===== src/rtl/crop_axis_pkg.sv =====
// crop_axis_pkg: shared widths, clog2 helper and packed FIFO entry layout
// for the video crop pipeline's AXI-Stream FIFOs.
package crop_axis_pkg;
    localparam int DATA_W_DEF  = 32;
    localparam int COORD_W_DEF = 12;

    function automatic int clog2(input int v);
        int r;
        r = 0;
        while ((1 << r) < v) r++;
        return r;
    endfunction

    // Entry layout from the LSB up: y, x, user, last, data.
    function automatic int ent_y_lsb(input int cw);
        return 0 * cw;
    endfunction

    function automatic int ent_x_lsb(input int cw);
        return cw;
    endfunction

    function automatic int ent_user_bit(input int cw);
        return 2 * cw;
    endfunction

    function automatic int ent_last_bit(input int cw);
        return 2 * cw + 1;
    endfunction

    function automatic int ent_data_lsb(input int cw);
        return 2 * cw + 2;
    endfunction

    function automatic int ent_w(input int dw, input int cw);
        return dw + 2 * cw + 2;
    endfunction
endpackage


===== src/rtl/sync_fifo_fwft.sv =====
// sync_fifo_fwft: generic packed-word first-word-fall-through FIFO with
// full/empty/level; writes at full and reads at empty are ignored.
module sync_fifo_fwft import crop_axis_pkg::*; #(
    parameter int WIDTH = 8,
    parameter int DEPTH = 16
) (
    input  logic                    clk,
    input  logic                    rst_n,
    input  logic                    wr_en,
    input  logic [WIDTH-1:0]        wr_data,
    input  logic                    rd_en,
    output logic [WIDTH-1:0]        rd_data,
    output logic                    full,
    output logic                    empty,
    output logic [clog2(DEPTH):0]   level
);
    localparam int AW = clog2(DEPTH);

    logic [WIDTH-1:0] mem [DEPTH];
    logic [AW:0] wr_ptr_q, wr_ptr_d, rd_ptr_q, rd_ptr_d, count_q, count_d;
    logic wr, rd;

    assign full    = count_q == (AW+1)'(DEPTH);
    assign empty   = count_q == '0;
    assign level   = count_q;
    assign rd_data = mem[rd_ptr_q[AW-1:0]];

    always_comb begin
        wr       = wr_en && !full;
        rd       = rd_en && !empty;
        wr_ptr_d = wr_ptr_q + (AW+1)'(wr);
        rd_ptr_d = rd_ptr_q + (AW+1)'(rd);
        count_d  = count_q + (AW+1)'(wr) - (AW+1)'(rd);
    end

    always_ff @(posedge clk or negedge rst_n) begin
        if (!rst_n) begin
            wr_ptr_q <= '0;
            rd_ptr_q <= '0;
            count_q  <= '0;
        end else begin
            wr_ptr_q <= wr_ptr_d;
            rd_ptr_q <= rd_ptr_d;
            count_q  <= count_d;
        end
    end

    // Storage is deliberately not reset; contents are don't-care while empty.
    always_ff @(posedge clk) begin
        if (wr) mem[wr_ptr_q[AW-1:0]] <= wr_data;
    end
endmodule


===== src/rtl/s00_axis_rx.sv =====
// s00_axis_rx: AXI4-Stream pixel receiver tagging beats with x/y into an FWFT FIFO.
// Define S00_AXIS_LINE_CHECK_EN to build the sticky line-length checker.
module s00_axis_rx import crop_axis_pkg::*; #(
    parameter int C_S_AXIS_TDATA_WIDTH = DATA_W_DEF,
    parameter int C_S_AXIS_FIFO_DEPTH  = 16,
    parameter int C_COORD_WIDTH        = COORD_W_DEF
) (
    input  logic                                 S_AXIS_ACLK,
    input  logic                                 S_AXIS_ARESETN,
    input  logic [C_S_AXIS_TDATA_WIDTH-1:0]      S_AXIS_TDATA,
    input  logic [C_S_AXIS_TDATA_WIDTH/8-1:0]    S_AXIS_TSTRB,
    input  logic                                 S_AXIS_TVALID,
    output logic                                 S_AXIS_TREADY,
    input  logic                                 S_AXIS_TLAST,
    input  logic                                 S_AXIS_TUSER,
    input  logic                                 rd_en,
    output logic                                 empty,
    output logic [C_S_AXIS_TDATA_WIDTH-1:0]      data_out,
    output logic                                 last_out,
    output logic                                 user_out,
    output logic [C_COORD_WIDTH-1:0]             x_out,
    output logic [C_COORD_WIDTH-1:0]             y_out,
    output logic [clog2(C_S_AXIS_FIFO_DEPTH):0]  level,
    output logic                                 line_err,
    input  logic                                 err_clr
);
    localparam int AW = clog2(C_S_AXIS_FIFO_DEPTH);
    localparam int CW = C_COORD_WIDTH;
    localparam int DW = C_S_AXIS_TDATA_WIDTH;
    localparam int EW = ent_w(DW, CW);

    logic tready_q, tready_d, accept, pop, full, unused_ok;
    logic [CW-1:0] x_q, x_d, y_q, y_d, tag_x, tag_y;
    logic [AW+1:0] cnt_nxt;
    logic [EW-1:0] wr_word, rd_word;

    assign S_AXIS_TREADY = tready_q;
    assign data_out = rd_word[ent_data_lsb(CW) +: DW];
    assign last_out = rd_word[ent_last_bit(CW)];
    assign user_out = rd_word[ent_user_bit(CW)];
    assign x_out    = rd_word[ent_x_lsb(CW) +: CW];
    assign y_out    = rd_word[ent_y_lsb(CW) +: CW];

    // TREADY looks one cycle ahead at the occupancy so it never depends on TVALID.
    always_comb begin
        accept   = S_AXIS_TVALID && tready_q;
        pop      = rd_en && !empty;
        cnt_nxt  = {1'b0, level} + (AW+2)'(accept) - (AW+2)'(pop);
        tready_d = cnt_nxt < (AW+2)'(C_S_AXIS_FIFO_DEPTH);
        tag_x    = S_AXIS_TUSER ? '0 : x_q;
        tag_y    = S_AXIS_TUSER ? '0 : y_q;
        x_d      = x_q;
        y_d      = y_q;
        if (accept) begin
            x_d = S_AXIS_TLAST ? '0 : ((&tag_x) ? tag_x : tag_x + CW'(1));
            y_d = !S_AXIS_TLAST ? tag_y : ((&tag_y) ? tag_y : tag_y + CW'(1));
        end
        wr_word = {S_AXIS_TDATA, S_AXIS_TLAST, S_AXIS_TUSER, tag_x, tag_y};
    end

    always_ff @(posedge S_AXIS_ACLK or negedge S_AXIS_ARESETN) begin
        if (!S_AXIS_ARESETN) begin
            tready_q <= 1'b0;
            x_q      <= '0;
            y_q      <= '0;
        end else begin
            tready_q <= tready_d;
            x_q      <= x_d;
            y_q      <= y_d;
        end
    end

    sync_fifo_fwft #(
        .WIDTH (EW),
        .DEPTH (C_S_AXIS_FIFO_DEPTH)
    ) u_fifo (
        .clk     (S_AXIS_ACLK),
        .rst_n   (S_AXIS_ARESETN),
        .wr_en   (accept),
        .wr_data (wr_word),
        .rd_en   (rd_en),
        .rd_data (rd_word),
        .full    (full),
        .empty   (empty),
        .level   (level)
    );

`ifdef S00_AXIS_LINE_CHECK_EN
    logic [CW:0] ref_len_q, ref_len_d, len;
    logic ref_vld_q, ref_vld_d, err_q, err_d, err_set;

    // The first complete line after a frame start sets the reference length.
    always_comb begin
        len       = {1'b0, tag_x} + (CW+1)'(1);
        ref_len_d = ref_len_q;
        ref_vld_d = ref_vld_q;
        err_set   = 1'b0;
        if (accept && S_AXIS_TUSER) begin
            err_set   = x_q != '0;
            ref_vld_d = 1'b0;
        end
        if (accept && S_AXIS_TLAST) begin
            if (!ref_vld_d) begin
                ref_len_d = len;
                ref_vld_d = 1'b1;
            end else if (len != ref_len_q) begin
                err_set = 1'b1;
            end
        end
        err_d = err_set ? 1'b1 : (err_clr ? 1'b0 : err_q);
    end

    always_ff @(posedge S_AXIS_ACLK or negedge S_AXIS_ARESETN) begin
        if (!S_AXIS_ARESETN) begin
            ref_len_q <= '0;
            ref_vld_q <= 1'b0;
            err_q     <= 1'b0;
        end else begin
            ref_len_q <= ref_len_d;
            ref_vld_q <= ref_vld_d;
            err_q     <= err_d;
        end
    end

    assign line_err  = err_q;
    assign unused_ok = ^{S_AXIS_TSTRB, full};
`else
    assign line_err  = 1'b0;
    assign unused_ok = ^{S_AXIS_TSTRB, full, err_clr};
`endif
endmodule

===== config.mk =====
export PLATFORM = sky130hd
export DESIGN_NAME = s00_axis_rx
export DESIGN_NICKNAME = d
export VERILOG_FILES = /design/src/rtl/crop_axis_pkg.sv /design/src/rtl/sync_fifo_fwft.sv /design/src/rtl/s00_axis_rx.sv
export SDC_FILE = /design/constraint.sdc
export NUM_CORES = 1
export LEC_CHECK = 0
export ABC_AREA = 0
export CAP_MARGIN = 20
export CORE_MARGIN = 2
export CORE_UTILIZATION = 40
export CTS_BUF_LIST = sky130_fd_sc_hd__clkbuf_16
export CTS_CLUSTER_SIZE = 24
export DETAILED_ROUTE_END_ITERATION = 7
export PLACE_DENSITY = 0.69
export SYNTH_ARGS = -nofsm -noshare
export SYNTH_HDL_FRONTEND = slang
export SYNTH_HIERARCHICAL = 1
export SYNTH_SLANG_ARGS = --single-unit

===== constraint.sdc =====
create_clock -name S_AXIS_ACLK -period 6.05 [get_ports S_AXIS_ACLK]
set_clock_uncertainty 0.1 [all_clocks]
set_input_delay 0.605 -clock S_AXIS_ACLK [delete_from_list [all_inputs] [get_ports S_AXIS_ACLK]]
set_output_delay 0.605 -clock S_AXIS_ACLK [all_outputs]
set_load 0.1 [all_outputs]

---- Word level (Yosys, flattened, before mapping) ----
Memories as Yosys holds them, arrays and structs flattened.
Index checks and enable logic that the tools add are counted.
operators by class
  magnitude comparators ................... 1
  multipliers ............................. 0
  muxes and demuxes ....................... 8
  eq/ne operators ......................... 1
  divide/modulo/power cells ............... 0
  shift operators ......................... 0
  reduce and logical (&&, ||, !) cells .... 8
  bitwise logic cells ..................... 0
  $add $sub $neg .......................... 8
operators with widths
  kind                     number
  $mux W12                 6
  $add A12 B1 Y12 const B  2
  $reduce_and A12 Y1       2
  $add A5 B1 Y5            3
  $add A5 B1 Y6            1
  $lt A6 B5 Y1 const B     1
  $sub A6 B1 Y6            1
  $eq A5 B5 Y1 const B     1
  $logic_not A5 Y1         1
  $sub A5 B1 Y5            1
  $logic_and A1 B1 Y1      3
  $logic_not A1 Y1         2
  $mux W1                  2
word-level totals
  output and inout bits ................... 66
  word-level logic and storage cells ...... 33
  bits in latches ......................... 0
  memories ................................ 1
  input bits .............................. 43
  RAM bits ................................ 928
  ROM bits ................................ 0
  register bits ........................... 40
memories
  name        depth  width  read ports  clocked after Yosys merged registers in  write ports  RTL line              source
  u_fifo.mem  16     58     1           0                                        1            sync_fifo_fwft.sv:19  logic [WIDTH-1:0] mem [DEPTH];

---- Depth between registers and ports, before layout ----
Gate-level depths: netlist of the first run.
  depth in word-level cells ............... 5
  mapped depth ............................ 13
  mapped depth without buffers ............ 13

---- Cells and area by module ----
The synthesis of the first run kept the hierarchy.
by module, submodules not included
  module          sequential area each (µm²)  cells an instance  instances  area an instance (µm²)
  sync_fifo_fwft  28192.0                     1490               1          35378.9
  s00_axis_rx     625.6                       223                1          1868.0

---- Worst setup path before layout of the first run ----
No wires, ideal clock.
  path type ............................... register to register
  from .................................... reg tready_q, in the netlist S_AXIS_TREADY
  to ...................................... mem u_fifo/mem[0][0] (netlist bit) (enable)
  clock period less this slack ............ 6678 ps
  cell stages (with the launch flop) ...... 7
  setup time .............................. 545 ps
  arrival time ............................ 6033 ps
  slack ................................... -628 ps
  required time ........................... 5405 ps
  path buffers ............................ 2
  path through ............................ dfrtp_1 and2_1 buf_2 clkbuf_1 nand2b_1 or3_1 nor3_1
between the ends
  word-level cells in the longest chain between the ends .. 4
ends and longest elaborated chain
  element                        RTL line              source
  start: declaration             s00_axis_rx.sv:32     logic tready_q, tready_d, accept, pop, full, unused_ok;
  start signal: assignment       s00_axis_rx.sv:67     tready_q <= tready_d;
  $logic_and A1 B1 Y1            s00_axis_rx.sv:46     accept = S_AXIS_TVALID && tready_q;
  net accept                     s00_axis_rx.sv:32
  $logic_and A1 B1 Y1            sync_fifo_fwft.sv:29  wr = wr_en && !full;
  $mux W1                        sync_fifo_fwft.sv:50  if (wr) mem[wr_ptr_q[AW-1:0]] <= wr_data;
  $mux W1 (not written as such)  sync_fifo_fwft.sv:50
  end: declaration               sync_fifo_fwft.sv:19
The timed path passes the listed nets, and every way through them passes these cells.

---- Worst setup path after layout of the first run ----
  from .................................... reg u_fifo.rd_ptr_q[1]
  to ...................................... out data_out[23]
between the ends
  word-level cells in the longest chain between the ends .. 1
ends and longest elaborated chain
  element                   RTL line              source
  start: declaration        sync_fifo_fwft.sv:20  logic [AW:0] wr_ptr_q, wr_ptr_d, rd_ptr_q, rd_ptr_d, count_q, count_d;
  start signal: assignment  sync_fifo_fwft.sv:43  rd_ptr_q <= rd_ptr_d;
  $mem_v2 Z16 W58           --
  end: declaration          s00_axis_rx.sv:18     output logic [C_S_AXIS_TDATA_WIDTH-1:0] data_out,
Every way passes these cells.

==> results of run 1 <==
==> state kept, by name (all words and copies together), names as in the netlist <==
name             flops
x_q                 12
u_fifo/level         5
u_fifo/wr_ptr_q      4
S_AXIS_TREADY        1
u_fifo/mem         928
y_q                 12
u_fifo/rd_ptr_q      4
==> final cells by class <==
type / instances / area, um2
Multi-Input combinational cell: 630 / 8001
Timing Repair Buffer: 158 / 1690
Inverter: 24 / 90.09
Tap cell: 1243 / 1555
Sequential cell: 966 / 28830
Clock inverter: 82 / 629.4
Fill cell: 7490 / 48670
Clock buffer: 99 / 2477
==> cells in the mapped netlist, types with 10 or more instances <==
master	number
dfrtp_1	38
clkbuf_1	37
nor2_1	22
buf_2	25
buf_6	10
xor2_1	11
nand2_1	86
a22oi_1	117
edfxtp_1	928
buf_4	13
nand3_1	12
ha_1	17
inv_1	23
mux4_2	232
nor2b_1	23
==> logic make-up (layout without fill, tap and decap cells) <==
| kind of cell | Yosys count | count (layout) | synth area share [%] |
|---|---|---|---|
| adders and majority gates | 18 | 18 | 0.6248 |
| DFF | 966 | 966 | 77.37 |
| and+or+nand+nor | 198 | 198 | 2.687 |
| xor gates and xnor gates | 17 | 17 | 0.3997 |
| AOI/OAI and AO/OA | 161 | 161 | 3.201 |
| buffers and inverters | 117 | 363 | 1.596 |
| muxes | 235 | 235 | 14.11 |
| other | 1 | 1 | 0.01007 |
==> metal layers <==
layer,global-route usage (%),routed length (um),vias to the layer above
met2,27.91,39820,676
li1,-,-,7521
met3,3.432,6256,122
met4,5.035,1609,10
met1,23.29,33130,9532
met5,0,68,-
==> repair_timing <==
item / 4_1_cts / 5_1_grt
buffers inserted: 0 / 0
hold buffers: 1 / 0
hold endpoints to repair: 24 / 0
==> placed cells by master, fill, tap and decap left out, types with 21 or more instances in the layout <==
cell             instances
clkinv_1                24
inv_1                   44
dfrtp_1                 36
buf_4                   34
mux4_2                 232
edfxtp_1               928
nand2_1                 86
clkbuf_16               99
clkdlybuf4s50_1        100
nor2b_1                 21
a22oi_1                117
==> through the flow <==
step                power [mW]  worst slack (ns)
detailed placement       16.06             1.922
global placement         15.89             1.842
CTS                      21.87             1.201
global route             22.47             1.050
floorplan                13.91            0.9276
finish                   21.64             1.280
==> power by group through the flow <==
stage | logic [mW] | clock network, mW | registers [mW]
finish | 7.93 | 5.80 | 7.91
CTS | 8.03 | 5.92 | 7.92
global route | 8.35 | 6.16 | 7.95
detailed placement | 8.00 | 0 | 8.06
global placement | 7.86 | 0 | 8.03
floorplan | 5.92 | 0 | 7.99
==> worst max path at each step <==
stage	depth (start not counted)	endpoint	slack (ns)	from
6_report	5	data_out[23]	1.28	u_fifo/rd_ptr_q[1]
5_1_grt	5	x_out[6]	1.05	u_fifo/rd_ptr_q[0]
4_1_cts	5	x_out[1]	1.20	u_fifo/rd_ptr_q[0]
3_5_place_dp	5	x_out[1]	1.92	u_fifo/rd_ptr_q[0]
3_3_place_gp	5	x_out[7]	1.84	u_fifo/rd_ptr_q[2]
2_1_floorplan	6	u_fifo/mem[1][0]	0.93	S_AXIS_TREADY
==> impl_metrics.csv, run 1 <==
group,metric,value,unit
setup_path,path_delay_family,"buffers and inverters",
grt,grt_start_max_net_pins,71,
power,sw_frac_of_total,37.66,%
grt,first_global_vias,18660,
cells_and_area,final_util,47.06,%
synth,ys_types,58,
detailed_routing,vias,17860,
grt,gr-total-overflow,0,
floorplanning,core-area,91940,um2
cts,htree_levels,3,
synth,synth_fp_nets,1774,
setup_path,regToRegSetupSlack,2.57,ns
sta,rsz0062_at_grt,"no",
run,maxCapViolCount,0,
placed_design,place_congestion,0.7525,
power,sequentialPowerShare,36.6,%
synth,synth_area,37250,um2
setup_path,slowest_delay,1.00,ns
sta,relSlewSlack,23.71,%
synth,ys_warn_count,6,
worst_hold_path,whs_endpoint,"y_q[7]",
sta,setup_tns,0,ns
detailed_routing,via_per_inst,5.578,
power,p_leak,14.05,nW
synth,synth_flop_cell,"edfxtp_1",
synth,synth_edf_count,928,
floorplanning,dieArea,95570,um2
setup_path,slowest_stage,"clkdlybuf4s50_1",
cts,clk_path_buf_depth,3,
sta,post-route-period-util,78.84,%
synth,ys_ff_latch,966,
floorplanning,die_w,309.2,um
cells_and_area,diodes,0,
power,p_sw,8.150,mW
sta,hold_viol_final,0,
worst_hold_path,worstHoldStart,"S_AXIS_TUSER",
cts,ctsResizeCount,0,
setup_path,cp.buffers_inverters,2,
setup_path,r2r-end,"u_fifo/mem[3][35]",
power,powerDensity,500.2,nW/um2
placed_design,place_inst,3011,
synth,synth-seq-area-share,77.37,%
worst_hold_path,hold_path_class,"in2reg",
synth,synth-async-reset-ratio,3.934,%
grt,antenna_found_initial,6,
floorplanning,die_y,309.2,um
sta,worst_slew_pin_slew,1.144,ns
setup_path,reg2reg_from,"u_fifo/level[3]",
run_status,outcome,"completed",
sta,hold_slack,0.3352,ns
detailed_routing,postRouteAntennaNets,0,
floorplanning,num_io_pins,109,
placed_design,place_area,40070,um2
setup_path,reg2reg_depth,8,
cts,clk_latency,0.67,ns
floorplanning,start_util,40.51,%
synth,synth_area_leaders,"edfxtp_1 (75%), mux4_2 (14%), dfrtp_1 (2.6%)",
cells_and_area,area_growth,16.17,%
sta,slew_viol_final,0,
synth,yosys.area.top_type,"edfxtp_1",
power,p_clk_share,26.8,%
synth,synth_area_per_cell,21.74,um2
detailed_routing,initialDrtViolationCount,1529,
cells_and_area,nNetsFinal,1938,
synth,synth.top_cell.area_share,74.82,%
power,p_int,13.49,mW
detailed_routing,wl_per_cell,25.26,um
cells_and_area,drive_above_1_share,23.18,%
setup_path,arrival,4.07,ns
detailed_routing,wirelength,80.88,mm
placed_design,port_buffers,102,
detailed_routing,drc,0,
cells_and_area,final_cells,3202,
setup_path,worstSetupPathType,"reg2out",
setup_path,required,5.34,ns
grt,grt_pass1_wl,120.3,mm
cts,cts_made_buffers,97,
cells_and_area,stdcell_area,43270,um2
power,ir_worst_vdd,0.0003291,V
placed_design,dp_hpwl,41.69,mm
floorplanning,rows,111,
setup_path,path_cells,"buf_12, mux4_2, a22oi_1, nand2_1, clkdlybuf4s50_1",
grt,track_usage,17.07,%
sta,period_needed,4.770,ns
worst_hold_path,holdPathStages,2,
synth,syn_inst,1713,
cts,clockRootBuffer,"clkbuf_16",
cts,clk_pin_slew,0.07,ns
cts,cts.sink_count,966,
power,combPwrFrac,36.7,%
setup_path,crit_path_end_kind,"output pin",
cts,cts_tree,"done",
setup_path,start_kind,"flop",
setup_path,critPathMaxFanout,70,
sta,max_freq,209.6,MHz
sta,final-setup-viol-count,0,
detailed_routing,drt_pass1_iterations,5,
No activity file was read; power rests on OpenSTA's default activity.
==> run 2: changes to the inputs <==
==> constraint.sdc (replaced) <==
create_clock -name S_AXIS_ACLK -period 4.04 [get_ports S_AXIS_ACLK]
set_clock_uncertainty 0.1 [all_clocks]
set_input_delay 0.404 -clock S_AXIS_ACLK [delete_from_list [all_inputs] [get_ports S_AXIS_ACLK]]
set_output_delay 0.404 -clock S_AXIS_ACLK [all_outputs]
set_load 0.1 [all_outputs]
==> run 2 against run 1 <==
Effect of this change:
- non-clock buffer count is 9 higher
- die area stayed put
- sequential power is 49% higher
- clock power is 58% higher
- critical path depth stayed put
- largest cell class unchanged
==> impl_metrics.csv, run 2 (synthesis results as in run 1) <==
group,metric,value,unit
grt,first_global_vias,18980,
setup_path,arrival,3.23,ns
power,power.total,33.36,mW
sta,slew_viol_final,0,
cells_and_area,layout_commonest_cell,"edfxtp_1",
power,combPwrFrac,37.2,%
setup_path,required,3.54,ns
cells_and_area,largest_reg_flops,928,
sta,post-route-period-util,92.40,%
detailed_routing,wl_per_cell,25.89,um
cts,clk_latency,0.65,ns
floorplanning,start_util,40.51,%
grt,grt_start_max_net_pins,69,
cts,htree_levels,3,
grt,grt_pass1_wl,122.9,mm
grt,antenna_found_initial,5,
detailed_routing,drt_pass1_iterations,6,
sta,setup_tns,0,ns
sta,max_freq,267.9,MHz
floorplanning,core-area,91940,um2
power,p_int,20.94,mW
power,ir_worst_vdd,0.0008213,V
floorplanning,rows,111,
power,powerDensity,761.8,nW/um2
cts,clockRootBuffer,"clkbuf_16",
setup_path,worstSetupPathType,"reg2out",
detailed_routing,via_per_inst,5.631,
cts,clk_pin_slew,0.07,ns
sta,relSlewSlack,30.05,%
detailed_routing,postRouteAntennaNets,0,
sta,rsz0062_at_grt,"no",
cells_and_area,final_cell_mix,"edfxtp_1 (928), mux4_2 (232), a22oi_1 (117)",
detailed_routing,wirelength,83.17,mm
cells_and_area,drive_above_1_share,26.76,%
cts,cts.sink_count,966,
sta,worst_slew_pin_slew,1.047,ns
setup_path,critPathMaxFanout,22,
placed_design,place_congestion,0.7464,
placed_design,dp_hpwl,42.82,mm
worst_hold_path,hold_path_class,"in2reg",
floorplanning,num_io_pins,109,
detailed_routing,initialDrtViolationCount,1986,
placed_design,port_buffers,102,
sta,final-setup-viol-count,0,
power,p_sw,12.42,mW
setup_path,start_kind,"flop",
run,maxCapViolCount,0,
cells_and_area,area_growth,17.58,%
cts,cts_tree,"done",
setup_path,crit_path_end_kind,"output pin",
power,sw_frac_of_total,37.23,%
detailed_routing,vias,18090,
run_status,outcome,"completed",
sta,period_needed,3.733,ns
power,sequentialPowerShare,35.4,%
detailed_routing,drc,0,
floorplanning,die_y,309.2,um
floorplanning,dieArea,95570,um2
cts,cts_made_buffers,97,
grt,track_usage,17.55,%
sta,hold_viol_final,0,
cells_and_area,nNetsFinal,1947,
power,p_leak,14.38,nW
cts,clk_path_buf_depth,3,
power,p_clk_share,27.5,%
floorplanning,die_w,309.2,um
grt,gr-total-overflow,0,
## run 2: through the flow
stage / hold WS [ns] / utilization (%) / instance area [um2] / setup WS, ns / std cells
6_report: 0.1615 / 47.63 / 43790 / 0.3070 / 3213
5_1_grt: 0.1946 / 47.63 / 43790 / 0.1445 / 3213
4_1_cts: 0.1159 / 47.61 / 43780 / 0.2657 / 3210
3_5_place_dp: 0.4414 / 43.99 / 40440 / 0.7660 / 3027
3_3_place_gp: 0.4147 / 43.99 / 40440 / 0.7911 / 3027
2_1_floorplan: 0.008409 / - / 37340 / 0.1162 / 1713
## run 2: cell type report
type                            count  area, um2
Tap cell                         1243       1555
Sequential cell                   966      28830
Fill cell                        7473      48150
Antenna cell                        1      2.502
Clock buffer                       98       2452
Inverter                           24      90.09
Clock inverter                     84      872.1
Multi-Input combinational cell    630       8010
Timing Repair Buffer              167       1982
## run 2: critical path, cell delays in order, from the launching register on
cell     delay, ns
dfrtp_4       0.76
buf_4         0.45
mux4_2        0.55
a22oi_1       0.20
nand2_1       0.26
buf_4         0.33
## run 2: repair_timing
action,in CTS,in global routing
buffers inserted,0,0
endpoints found under the hold margin,38,0
hold buffers,1,0
gates resized for setup,0,0
## run 2: metal layers
layer	GRT usage, %	vias to the layer above	share of wire (%)
met4	4.719	8	2.3
met1	24.92	9648	42
met3	3.083	142	7.1
met5	0	-	0.058
met2	28.16	738	49
li1	-	7558	-
## run 2: worst paths after layout
check | cells after the start | from | slack, ns | endpoint
setup / recovery | 5 | u_fifo/rd_ptr_q[0] | 0.31 | x_out[2]
hold / removal | 2 | S_AXIS_TUSER | 0.16 | y_q[7]
setup reg to reg | 8 | u_fifo/level[2] | 1.15 | u_fifo/mem[11][40]
hold reg to reg | 2 | y_q[1] | 0.45 | y_q[1]
max in group asynchronous | 2 | S_AXIS_ARESETN | 2.77 | u_fifo/rd_ptr_q[1]
min in group asynchronous | 2 | S_AXIS_ARESETN | 0.35 | u_fifo/level[2]
## run 2: power by group through the flow
stage / Combinational, mW / Sequential [mW] / Clock [mW]
2_1_floorplan: 8.89 / 12.0 / 0
3_3_place_gp: 12.4 / 12.0 / 0
3_5_place_dp: 12.5 / 12.0 / 0
4_1_cts: 12.6 / 11.8 / 9.34
5_1_grt: 13.0 / 11.9 / 9.72
6_report: 12.4 / 11.8 / 9.16
==> RTL change (flow settings as in run 2) <==
The package constant `COORD_W_DEF` goes from 12 to 18.
--- a/src/rtl/crop_axis_pkg.sv
+++ b/src/rtl/crop_axis_pkg.sv
@@ -4,3 +4,3 @@
     localparam int DATA_W_DEF  = 32;
-    localparam int COORD_W_DEF = 12;
+    localparam int COORD_W_DEF = 18;
 
Interface: changed (resized x_out and y_out); port bits go from 109 to 121. The function was not compared with the original's and may differ.
==> RTL change against run 2 <==
- total power is 20% higher
- non-clock buffer count rose by 41
- design area increased by 21%
- synthesized area rose by 21%
- sequential cell count up 204
- setup slack worse by 0.043 ns
- wire length up 20%
- clock power up 17%
- highest routed layer unchanged
==> RTL change: results (changes against run 2) <==
Cell Count, Final, Fillers Out: 3892 (+21%)
Cell variety after synth: 61 (+5.2%)
FFs w/ async S/R, synth: 4.274% (+0.34 points)
Drt pass-1 iters: 5 (-1)
Synth Area in Adders: 0.5162% (-0.11 points)
Mean Syn Cell Area: 21.66 um2 (-0.40%)
Critical Path Max Stage Delay: 0.87 ns (+0.11 ns)
Routability cong.: 0.8001 (+7.2%)
Vias post-DR: 21816 (+21%)
Total track usage: 17.17% (-0.38 points)
CP Launch Point: u_fifo/rd_ptr_q[1]$_DFF_PN0_
Port bufs: 114 (+12%)
Max FO, Critical Path: 34 (+55%)
Initial antenna violation count: 1 (-4)
Commonest cells in the netlist: edfxtp_1 (1120), mux4_2 (280), a22oi_1 (140)
Sink of the worst hold path: y_q[17]$_DFFE_PN0N_
Placed cells: 3674 (+21%)
Synth Area in Compound Gates: 3.211% (+0.0094 points)
Share of layout cells above drive strength 1: 27.13% (+0.37 points)
Post-DP HPWL: 53810 um (+26%)
Arr. time, crit path: 3.27 ns (+0.04 ns)
CP delay by family, top: flip-flops
Number of synthesized flops with an enable pin: 1120 (+21%)
Via count of the first global-routing pass: 22584 (+19%)
Worst slew pin tran: 1.075 ns (+0.02832 ns)
Syn nets: 2143 (+21%)
Final worst-path cycle share: 93.46% (+1.1 points)
Sequential share of the synthesized area: 77.37% (about the same)
Antenna Cells: 0 (-1)
RR Endpoint: u_fifo/mem[9][45]$_DFFE_PP_
WHS Path Cells: 3 (+1)
First-pass GRT wire length: 147500 um (+20%)
Outcome: completed
Area after DPL: 0.04888 mm2 (+21%)
Leakage: 16.60 nW (+15%)
Hold Worst Slack: 0.2318 ns (+0.07033 ns)
Largest net degree at the start of global routing: 70 (+1.4%)
Final #Nets: 2356 (+21%)
Synth area leaders: edfxtp_1 (75%), mux4_2 (14%), dfrtp_1 (2.8%)
VDD IR-drop max: 0.0006539 V (-20%)
Mux contribution to synthesized area: 14.03% (-0.082 points)
Routed WL: 99440 um (+20%)
Reg2reg setup slack: 0.90 ns (-0.25 ns)
End of the critical path: y_out[17]
## RTL change: cell count changes after synthesis, moves of 6 or more
| cell | before | now |
|---|---|---|
| nand3_1 | 12 | 18 |
| nand2_1 | 86 | 115 |
| clkbuf_1 | 37 | 53 |
| nor2b_1 | 23 | 31 |
| buf_6 | 10 | 19 |
| nor2_1 | 22 | 29 |
| a22oi_1 | 117 | 140 |
| dfrtp_1 | 38 | 50 |
| edfxtp_1 | 928 | 1120 |
| mux4_2 | 232 | 280 |
| buf_4 | 13 | 6 |
## RTL change: power by group through the flow
stage / Sequential (mW) / Combinational (mW) / Clock (mW)
6_report: 14.2 / 15.2 / 10.7
5_1_grt: 14.2 / 16.0 / 11.4
4_1_cts: 14.2 / 15.5 / 10.9
3_5_place_dp: 14.4 / 15.5 / 0
3_3_place_gp: 14.4 / 15.3 / 0
2_1_floorplan: 14.4 / 10.9 / 0
## RTL change: layer usage
metal / routed length (um) / vias up / global-route usage, %
li1: - / 9145 / -
met5: 13 / - / 0
met1: 39930 / 11720 / 22.94
met4: 1889 / 2 / 4.305
met3: 6575 / 133 / 2.879
met2: 51040 / 816 / 29.38
## RTL change: worst register-to-register path, stage by stage, from the launching register on
cell      delay (ns)
dfrtp_4         0.44
inv_1           0.07
ha_1            0.21
nor4bb_1        0.13
nand2b_1        0.34
inv_1           0.22
nand3b_1        0.34
nor2_4          0.54
buf_4           0.42
## RTL change: area by class of cell
cell class,instances,area [um2]
Clock buffer,112,2803
Sequential cell,1170,34900
Clock inverter,99,1041
Tap cell,1500,1877
Inverter,28,105.1
Multi-Input combinational cell,775,9673
Timing Repair Buffer,208,2377
Fill cell,8991,59410
## RTL change: repair_timing
item / CTS / global route
endpoints found under the hold margin: 50 / 0
gates resized for setup: 0 / 0
hold buffers: 1 / 0
